--- config.mk ---
export PLATFORM = sky130hd
export DESIGN_NAME = drive_sync_fifo
export DESIGN_NICKNAME = d
export VERILOG_FILES = /design/src/rtl/drive_sync_fifo.sv
export SDC_FILE = /design/constraint.sdc
export NUM_CORES = 1
export LEC_CHECK = 0
export CORE_MARGIN = 8
export CORE_UTILIZATION = 55
export DETAILED_ROUTE_END_ITERATION = 6
export GPL_ROUTABILITY_DRIVEN = 0
export MAX_ROUTING_LAYER = met4
export PLACE_DENSITY = 0.83
export SLEW_MARGIN = 10
export SYNTH_ARGS = -nofsm -noshare
export SYNTH_HDL_FRONTEND = slang
export SYNTH_SLANG_ARGS = --single-unit
--- constraint.sdc ---
create_clock -name clk -period 2.5 [get_ports clk]
set_clock_uncertainty 0.2 [all_clocks]
set_input_delay 0.375 -clock clk [delete_from_list [all_inputs] [get_ports clk]]
set_output_delay 0.375 -clock clk [all_outputs]
set_load 0.03 [all_outputs]
--- src/rtl/drive_sync_fifo.sv ---
// drive_sync_fifo: synchronises an asynchronous token request (i_drive),
// captures the token payload into a small first-word-fall-through FIFO, and
// returns a registered o_free pulse upstream once the token has a home.
// If the push fills the FIFO, o_free is held back until the first pop.
module drive_sync_fifo #(
   parameter int DATA_WIDTH        = 32,
   parameter int DEPTH             = 4,
   parameter int SYNC_STAGES       = 2,
   parameter int FREE_PULSE_CYCLES = 2
) (
   input  logic                         clk,
   input  logic                         rst,
   input  logic                         i_drive,
   input  logic [DATA_WIDTH-1:0]        i_data,
   output logic                         o_free,
   output logic                         o_valid,
   output logic [DATA_WIDTH-1:0]        o_data,
   input  logic                         i_ready,
   output logic [$clog2(DEPTH+1)-1:0]   o_count,
   output logic                         o_overflow
);

   localparam int PTR_W = $clog2(DEPTH);
   localparam int CNT_W = $clog2(DEPTH+1);
   localparam int PC_W  = $clog2(FREE_PULSE_CYCLES) + 1;

   localparam logic [CNT_W-1:0] DEPTH_C    = CNT_W'(DEPTH);
   localparam logic [PC_W-1:0]  PULSE_LAST = PC_W'(FREE_PULSE_CYCLES - 1);

   typedef enum logic [1:0] {
      IDLE       = 2'd0,
      WAIT_SPACE = 2'd1,
      PULSE      = 2'd2
   } free_state_t;

   // ---------------------------------------------------------------------
   // Synchronizer chain and rising-edge detector
   // ---------------------------------------------------------------------
   logic [SYNC_STAGES-1:0] sync_reg;
   logic [SYNC_STAGES-1:0] sync_next;
   logic                   edge_reg;
   logic                   detect;

   genvar gi;
   assign sync_next[0] = i_drive;
   generate
      for (gi = 1; gi < SYNC_STAGES; gi++) begin : g_sync
         assign sync_next[gi] = sync_reg[gi-1];
      end
   endgenerate

   // Shift i_drive through the chain; edge_reg keeps the previous last stage.
   // Clearing edge_reg on reset makes a level still high at release count as new.
   always_ff @(posedge clk) begin
      if (rst) begin
         sync_reg <= '0;
         edge_reg <= 1'b0;
      end else begin
         sync_reg <= sync_next;
         edge_reg <= sync_reg[SYNC_STAGES-1];
      end
   end

   assign detect = sync_reg[SYNC_STAGES-1] & ~edge_reg;

   // ---------------------------------------------------------------------
   // FIFO storage, pointers and occupancy
   // ---------------------------------------------------------------------
   logic [DATA_WIDTH-1:0] mem_reg [DEPTH];
   logic [PTR_W-1:0]      wr_ptr_reg;
   logic [PTR_W-1:0]      rd_ptr_reg;
   logic [CNT_W-1:0]      count_reg;
   logic [CNT_W-1:0]      count_next;
   logic                  pop;
   logic                  push;
   logic                  full;

   assign o_valid = (count_reg != '0);
   assign full    = (count_reg == DEPTH_C);
   assign pop     = o_valid & i_ready;
   // A full FIFO still takes the token when the head leaves on the same edge.
   assign push    = detect & (~full | pop);

   // Occupancy after this edge; push and pop together cancel out.
   always_comb begin
      count_next = count_reg;
      if (push && !pop) begin
         count_next = count_reg + CNT_W'(1);
      end else if (pop && !push) begin
         count_next = count_reg - CNT_W'(1);
      end
   end

   // Payload write; storage needs no reset because count_reg qualifies it.
   always_ff @(posedge clk) begin
      if (push) begin
         mem_reg[wr_ptr_reg] <= i_data;
      end
   end

   // Pointers wrap naturally because DEPTH is a power of two.
   always_ff @(posedge clk) begin
      if (rst) begin
         wr_ptr_reg <= '0;
         rd_ptr_reg <= '0;
         count_reg  <= '0;
      end else begin
         if (push) begin
            wr_ptr_reg <= wr_ptr_reg + PTR_W'(1);
         end
         if (pop) begin
            rd_ptr_reg <= rd_ptr_reg + PTR_W'(1);
         end
         count_reg <= count_next;
      end
   end

   // First-word-fall-through head: the slot at rd_ptr is presented directly,
   // so a pop exposes the next entry with no bubble. Zero when empty.
   assign o_data  = o_valid ? mem_reg[rd_ptr_reg] : '0;
   assign o_count = count_reg;

   // ---------------------------------------------------------------------
   // Free-pulse FSM
   // ---------------------------------------------------------------------
   free_state_t      state_reg;
   free_state_t      state_next;
   logic [PC_W-1:0]  pulse_cnt_reg;
   logic [PC_W-1:0]  pulse_cnt_next;
   logic             free_reg;

   // Next-state logic: only an accepted push from IDLE or a pop while
   // waiting for space starts a release pulse.
   always_comb begin
      state_next     = state_reg;
      pulse_cnt_next = pulse_cnt_reg;
      case (state_reg)
         IDLE: begin
            if (push) begin
               pulse_cnt_next = '0;
               state_next     = (count_next == DEPTH_C) ? WAIT_SPACE : PULSE;
            end
         end
         WAIT_SPACE: begin
            if (pop) begin
               pulse_cnt_next = '0;
               state_next     = PULSE;
            end
         end
         PULSE: begin
            if (pulse_cnt_reg == PULSE_LAST) begin
               pulse_cnt_next = '0;
               state_next     = IDLE;
            end else begin
               pulse_cnt_next = pulse_cnt_reg + PC_W'(1);
            end
         end
         default: begin
            pulse_cnt_next = '0;
            state_next     = IDLE;
         end
      endcase
   end

   // State register; o_free is registered from the next state so it is high
   // exactly for the cycles spent in PULSE.
   always_ff @(posedge clk) begin
      if (rst) begin
         state_reg     <= IDLE;
         pulse_cnt_reg <= '0;
         free_reg      <= 1'b0;
      end else begin
         state_reg     <= state_next;
         pulse_cnt_reg <= pulse_cnt_next;
         free_reg      <= (state_next == PULSE);
      end
   end

   assign o_free = free_reg;

   // ---------------------------------------------------------------------
   // Sticky protocol-violation flag
   // ---------------------------------------------------------------------
   logic overflow_reg;
   logic overflow_set;

   // A dropped token is always a violation. A token arriving before upstream
   // was released is one too, except in WAIT_SPACE on a pop edge: that pop is
   // exactly the event that would have released upstream, so the token fits.
   assign overflow_set = detect & (~push
                                   | (state_reg == PULSE)
                                   | ((state_reg == WAIT_SPACE) & ~pop));

   // Set-only flag, cleared solely by reset.
   always_ff @(posedge clk) begin
      if (rst) begin
         overflow_reg <= 1'b0;
      end else if (overflow_set) begin
         overflow_reg <= 1'b1;
      end
   end

   assign o_overflow = overflow_reg;

endmodule

Word-level counts from Yosys, hierarchy flattened:

Memory sizes are Yosys's and may differ from the RTL's. A register that Yosys moved wholly into a read port is not among the register bits.
Cells that the tools add are included.
W data, S select, Z words.

* input port bits: 36
* output and inout port bits: 38
* memory bits (writable): 128
* register bits after elaboration: 16
* word-level logic and storage cells: 58
* memories: 1

Memories
* mem_reg: depth 4, bits a word 32, rd ports 1, clocked after Yosys merged registers in 1, wr ports 1, line 69 `logic [DATA_WIDTH-1:0] mem_reg [DEPTH];`

* bitwise operators: 12
* add/sub/neg operators: 5
* reduce and logical (&&, ||, !) cells: 7
* equal/unequal tests: 8
* muxes and demuxes: 16

Operator list (count)
* $mux W32: 1
* $mux W2: 9
* $pmux W2 S3: 2
* $add A2 B1 Y2 const B: 3
* $eq A3 B3 Y1 const B: 2
* $mux W3: 2
* $and A1 B1 Y1: 5
* $eq A2 B1 Y1 const B: 2
* $eq A2 B2 Y1 const B: 2
* $ne A2 B2 Y1 const B: 2
* $not A1 Y1: 4
* $add A3 B1 Y3 const B: 1
* $or A1 B1 Y1: 3
* $reduce_bool A3 Y1: 1
* $sub A3 B1 Y3 const B: 1
* $logic_and A1 B1 Y1: 2
* $logic_not A1 Y1: 2
* $logic_not A2 Y1: 1
* $mux W1: 2
* $reduce_and A2 Y1: 1

Longest topological paths before layout:

* depth after elaboration: 13
* gate-level depth with buffers: 9
* mapped depth without buffers: 7

Worst setup path before layout:

OpenSTA, ideal clock, no wires.

* path kind: register to register
* start: reg count_reg[0] (netlist: o_count[0])
* end: mem mem_reg[0][0] (enable)
* clock period less this slack: 2552 ps
* setup time: 392 ps
* path buffers: 0
* data arrival time: 1960 ps
* required time: 1908 ps
* setup slack: -52 ps
* cell stages (with the launch flop): 5
* cells stage by stage: dfxtp_1 inv_1 ha_1 nand3b_1 and3_1

* longest elaborated chain between the ends: 6
* elaborated cells on any way between the ends: 8
* those cells by class: eq/ne (1); mux (2); bitwise (4); reduce/logical (1)

Ends and longest elaborated chain
* start: declaration: line 72 `logic [CNT_W-1:0] count_reg;`
* start signal: assignment: line 114 `count_reg <= count_next;`
* $reduce_bool A3 Y1 or $eq A3 B3 Y1 (tied branches): line 78, 79
* $and A1 B1 Y1 or $not A1 Y1 (tied branches): line 80, 82
* $or A1 B1 Y1 (*): line 82 `assign push = detect & (~full | pop);`
* $and A1 B1 Y1 (*): line 82
* $mux W1 (*): line 96 `if (push) begin`
* $mux W1 (not written as such) (*): line 97 `mem_reg[wr_ptr_reg] <= i_data;`
* end: declaration: line 69

Mark *: on every way between the ends. The rest lies on a longest branch, timed or not.

==> qor.csv <==
metric,value,unit
wire length of the first global-routing pass,17300,um
Critical Setup Path Class,reg2out,
outcome,finished clean,
share of the synthesized area in the top cell type,67.2,%
post-route design area,7490,um^2
post-route minimum period,2.49,ns
Mean Syn Cell Area,18.7,um^2
final worst-path cycle share,99.6,%
PD cells,1090,nW/um^2
DRC marker count from the first detailed-route iteration,201,
Post-Synthesis Cell Area,5720,um^2
share of synthesized flip-flops with an asynchronous set or reset,0,%
# H-tree levels,4,
Root Driver,sky130_fd_sc_hd__clkbuf_8,
area of combinational cells with multiple inputs,1510,um^2
Congestion Overflow GR,0,
worst vdd rail ir drop,0.596,mV
final net count,441,
CTS tree,done,
Bufs on Longest Clock Path,2,
Antenna diodes,0,
synth cell count leaders,"sky130_fd_sc_hd__edfxtp_1, sky130_fd_sc_hd__and2_1, sky130_fd_sc_hd__mux4_2",
largest net degree at the start of global routing,33,
DR WL/cell,20.0,um
Hold Crit Start,i_drive,
flip-flop count of the largest register after layout,128,
number of antenna violations at the first check in global routing,0,
DP Worst Slack,0.220,ns
HPWL Detailed,6470,um
number of nets in the synthesized netlist,348,
detailed-route DRC error count,0,
Yosys warnings,0,
post-synthesis instance total,305,
final worst slack,0.00957,ns
net switching power,0.00242,W
Post-Route WL,10900,um
critical-path maximum fanout,14,
Die W,118,um
instance count after placement with tap cells included,513,
number of iterations in the first detailed-routing pass,4,
largest area contributor in the synthesized netlist,sky130_fd_sc_hd__edfxtp_1,
endpoint class of the critical path,primary output,
post-DR vias/cell,5.47,
portion of total power attributed to combinational logic,35.3,%
Initial Utilization,55.9,%
maximum frequency from static timing analysis,402,MHz
number of hold-repair buffers added at the cts stage,0,
Core Rows,37,
area of the die,13900,um^2
proportion of power drawn by flip-flops and latches,34.4,%
nature of the critical path startpoint,register,
layout cell share with drive strength beyond 1,36.6,%
MaxCap Viol Count,0,
Final Max Tran Viols,0,
Worst Path Required,1.92,ns
total of endpoints with negative setup slack in the final report,0,
Via Count,2989,
Hold Crit Class,in2reg,
DIE HEIGHT,118,um
switching portion of total power,29.8,%
number of enable flip-flop cells after synthesis,128,
post-layout power,0.00813,W
"count of placed standard cells in the final layout, fillers left out",546,
number of routed nets with antenna violations,0,
number of distinct standard cells referenced by the synthesized netlist,34,
Leakage Power,2.57,nW
crit path DAT,1.92,ns
CTS Buf Count,17,
setup repair after global routing missed its margin,true,
fraction of the yosys area taken by sequential cells,73.5,%
Synth Flop Type,sky130_fd_sc_hd__edfxtp_1,
combined global-route utilization of all metal layers,16.7,%
Crit Reg-Reg Startpoint,o_count[1],
Worst slew margin,77.6,%
source-to-sink clock delay at the later pin of the worst-skew pair,0.52,ns
number of clock sinks seen by CTS,146,
"Hold Vio Cnt, Final",0,
I/O pin count,74,
vias in the first global route,3332,
clock slew at the register clock pins of the worst setup and hold paths,0.06,ns
largest cells by area after synthesis,"sky130_fd_sc_hd__edfxtp_1, sky130_fd_sc_hd__mux4_2, sky130_fd_sc_hd__dfxtp_1",
register area,4210,um^2
Clk pwr share,30.2,%
area growth from synthesis to layout,31.0,%
Placed Area,6680,um^2
post-synthesis register bit count,146,
core footprint,10200,um^2
Internal,0.00570,W
filler instances,594,
worst slew pin tran,0.336,ns
Worst Hold Margin,0.208,ns
dominant cell by count in the synthesized netlist,sky130_fd_sc_hd__edfxtp_1,
number of port buffers,73,
[cell type report]
cell class	count	area share, %
Clock inverter	13	2.14
Inverter	5	0.251
Timing Repair Buffer	89	13.3
Clock buffer	18	5.58
Tap cell	136	2.27
Multi-Input combinational cell	139	20.1
Sequential cell	146	56.3
[placed cells by master (no fill, tap or decap), drive strengths merged, types with 4 or more instances in the layout]
| cell | count |
|---|---|
| edfxtp | 128 |
| ha | 7 |
| nand2 | 11 |
| clkdlybuf4s50 | 40 |
| nor2 | 7 |
| buf | 48 |
| inv | 7 |
| mux4 | 32 |
| nand2b | 8 |
| clkbuf | 19 |
| dfxtp | 18 |
| clkinv | 5 |
| o22ai | 5 |
| and2 | 34 |
| and3 | 4 |
| nor2b | 6 |
[critical path: stages (launching register included)]
cell                      delay [ns]
sky130_fd_sc_hd__dfxtp_4        0.38
sky130_fd_sc_hd__buf_12         0.17
sky130_fd_sc_hd__mux4_2         0.53
sky130_fd_sc_hd__and2_4         0.18
sky130_fd_sc_hd__buf_6          0.13
[final timing paths]
kind                       to  cells after the start  slack (ns)
max reg2reg      state_reg[1]                      8        0.43
max                o_data[31]                      4        0.01
min               sync_reg[0]                      2        0.21
min reg2reg  pulse_cnt_reg[1]                      2        0.26
[stage by stage]
stage / util [%] / TNS (ns)
finish: 73.2 / 0
CTS: 72.4 / -0.0677
global route: 73.2 / -0.898
global placement: 65.2 / 0
floorplan: - / 0
detailed placement: 65.2 / 0
[per-layer routing]
layer	global-route usage, %	routed length [um]	up-vias	share of wire, %
met5	-	0	-	0
met4	4.88	61	0	0.56
met3	6.24	653	7	6.0
met2	27.0	5540	93	51
met1	19.0	4650	1505	43
li1	-	-	1384	-
[logic make-up after synthesis]
group / count (synthesis) / share of synthesized area [%]
AOI/OAI and AO/OA: 18 / 2.23
xor gates and xnor gates: 4 / 0.613
adders and majority gates: 7 / 1.53
buffers and inverters: 20 / 1.62
DFF: 146 / 73.5
muxes: 32 / 12.6
and+or+nand+nor: 78 / 7.88
[repair_timing]
action,4_1_cts,5_1_grt
buffers inserted,1,0
cloned,0,1
pin swaps,8,3
setup endpoints to repair,33,32
resized for setup,46,19
[power by group through the flow]
stage | Combinational, W | Clock (W) | Sequential, W
2_1_floorplan | 0.00150 | 0 | 0.00285
4_1_cts | 0.00268 | 0.00250 | 0.00280
3_3_place_gp | 0.00231 | 0 | 0.00285
6_report | 0.00287 | 0.00246 | 0.00280
3_5_place_dp | 0.00233 | 0 | 0.00286
5_1_grt | 0.00305 | 0.00261 | 0.00281
No activity file was read; power rests on OpenSTA's default activity.
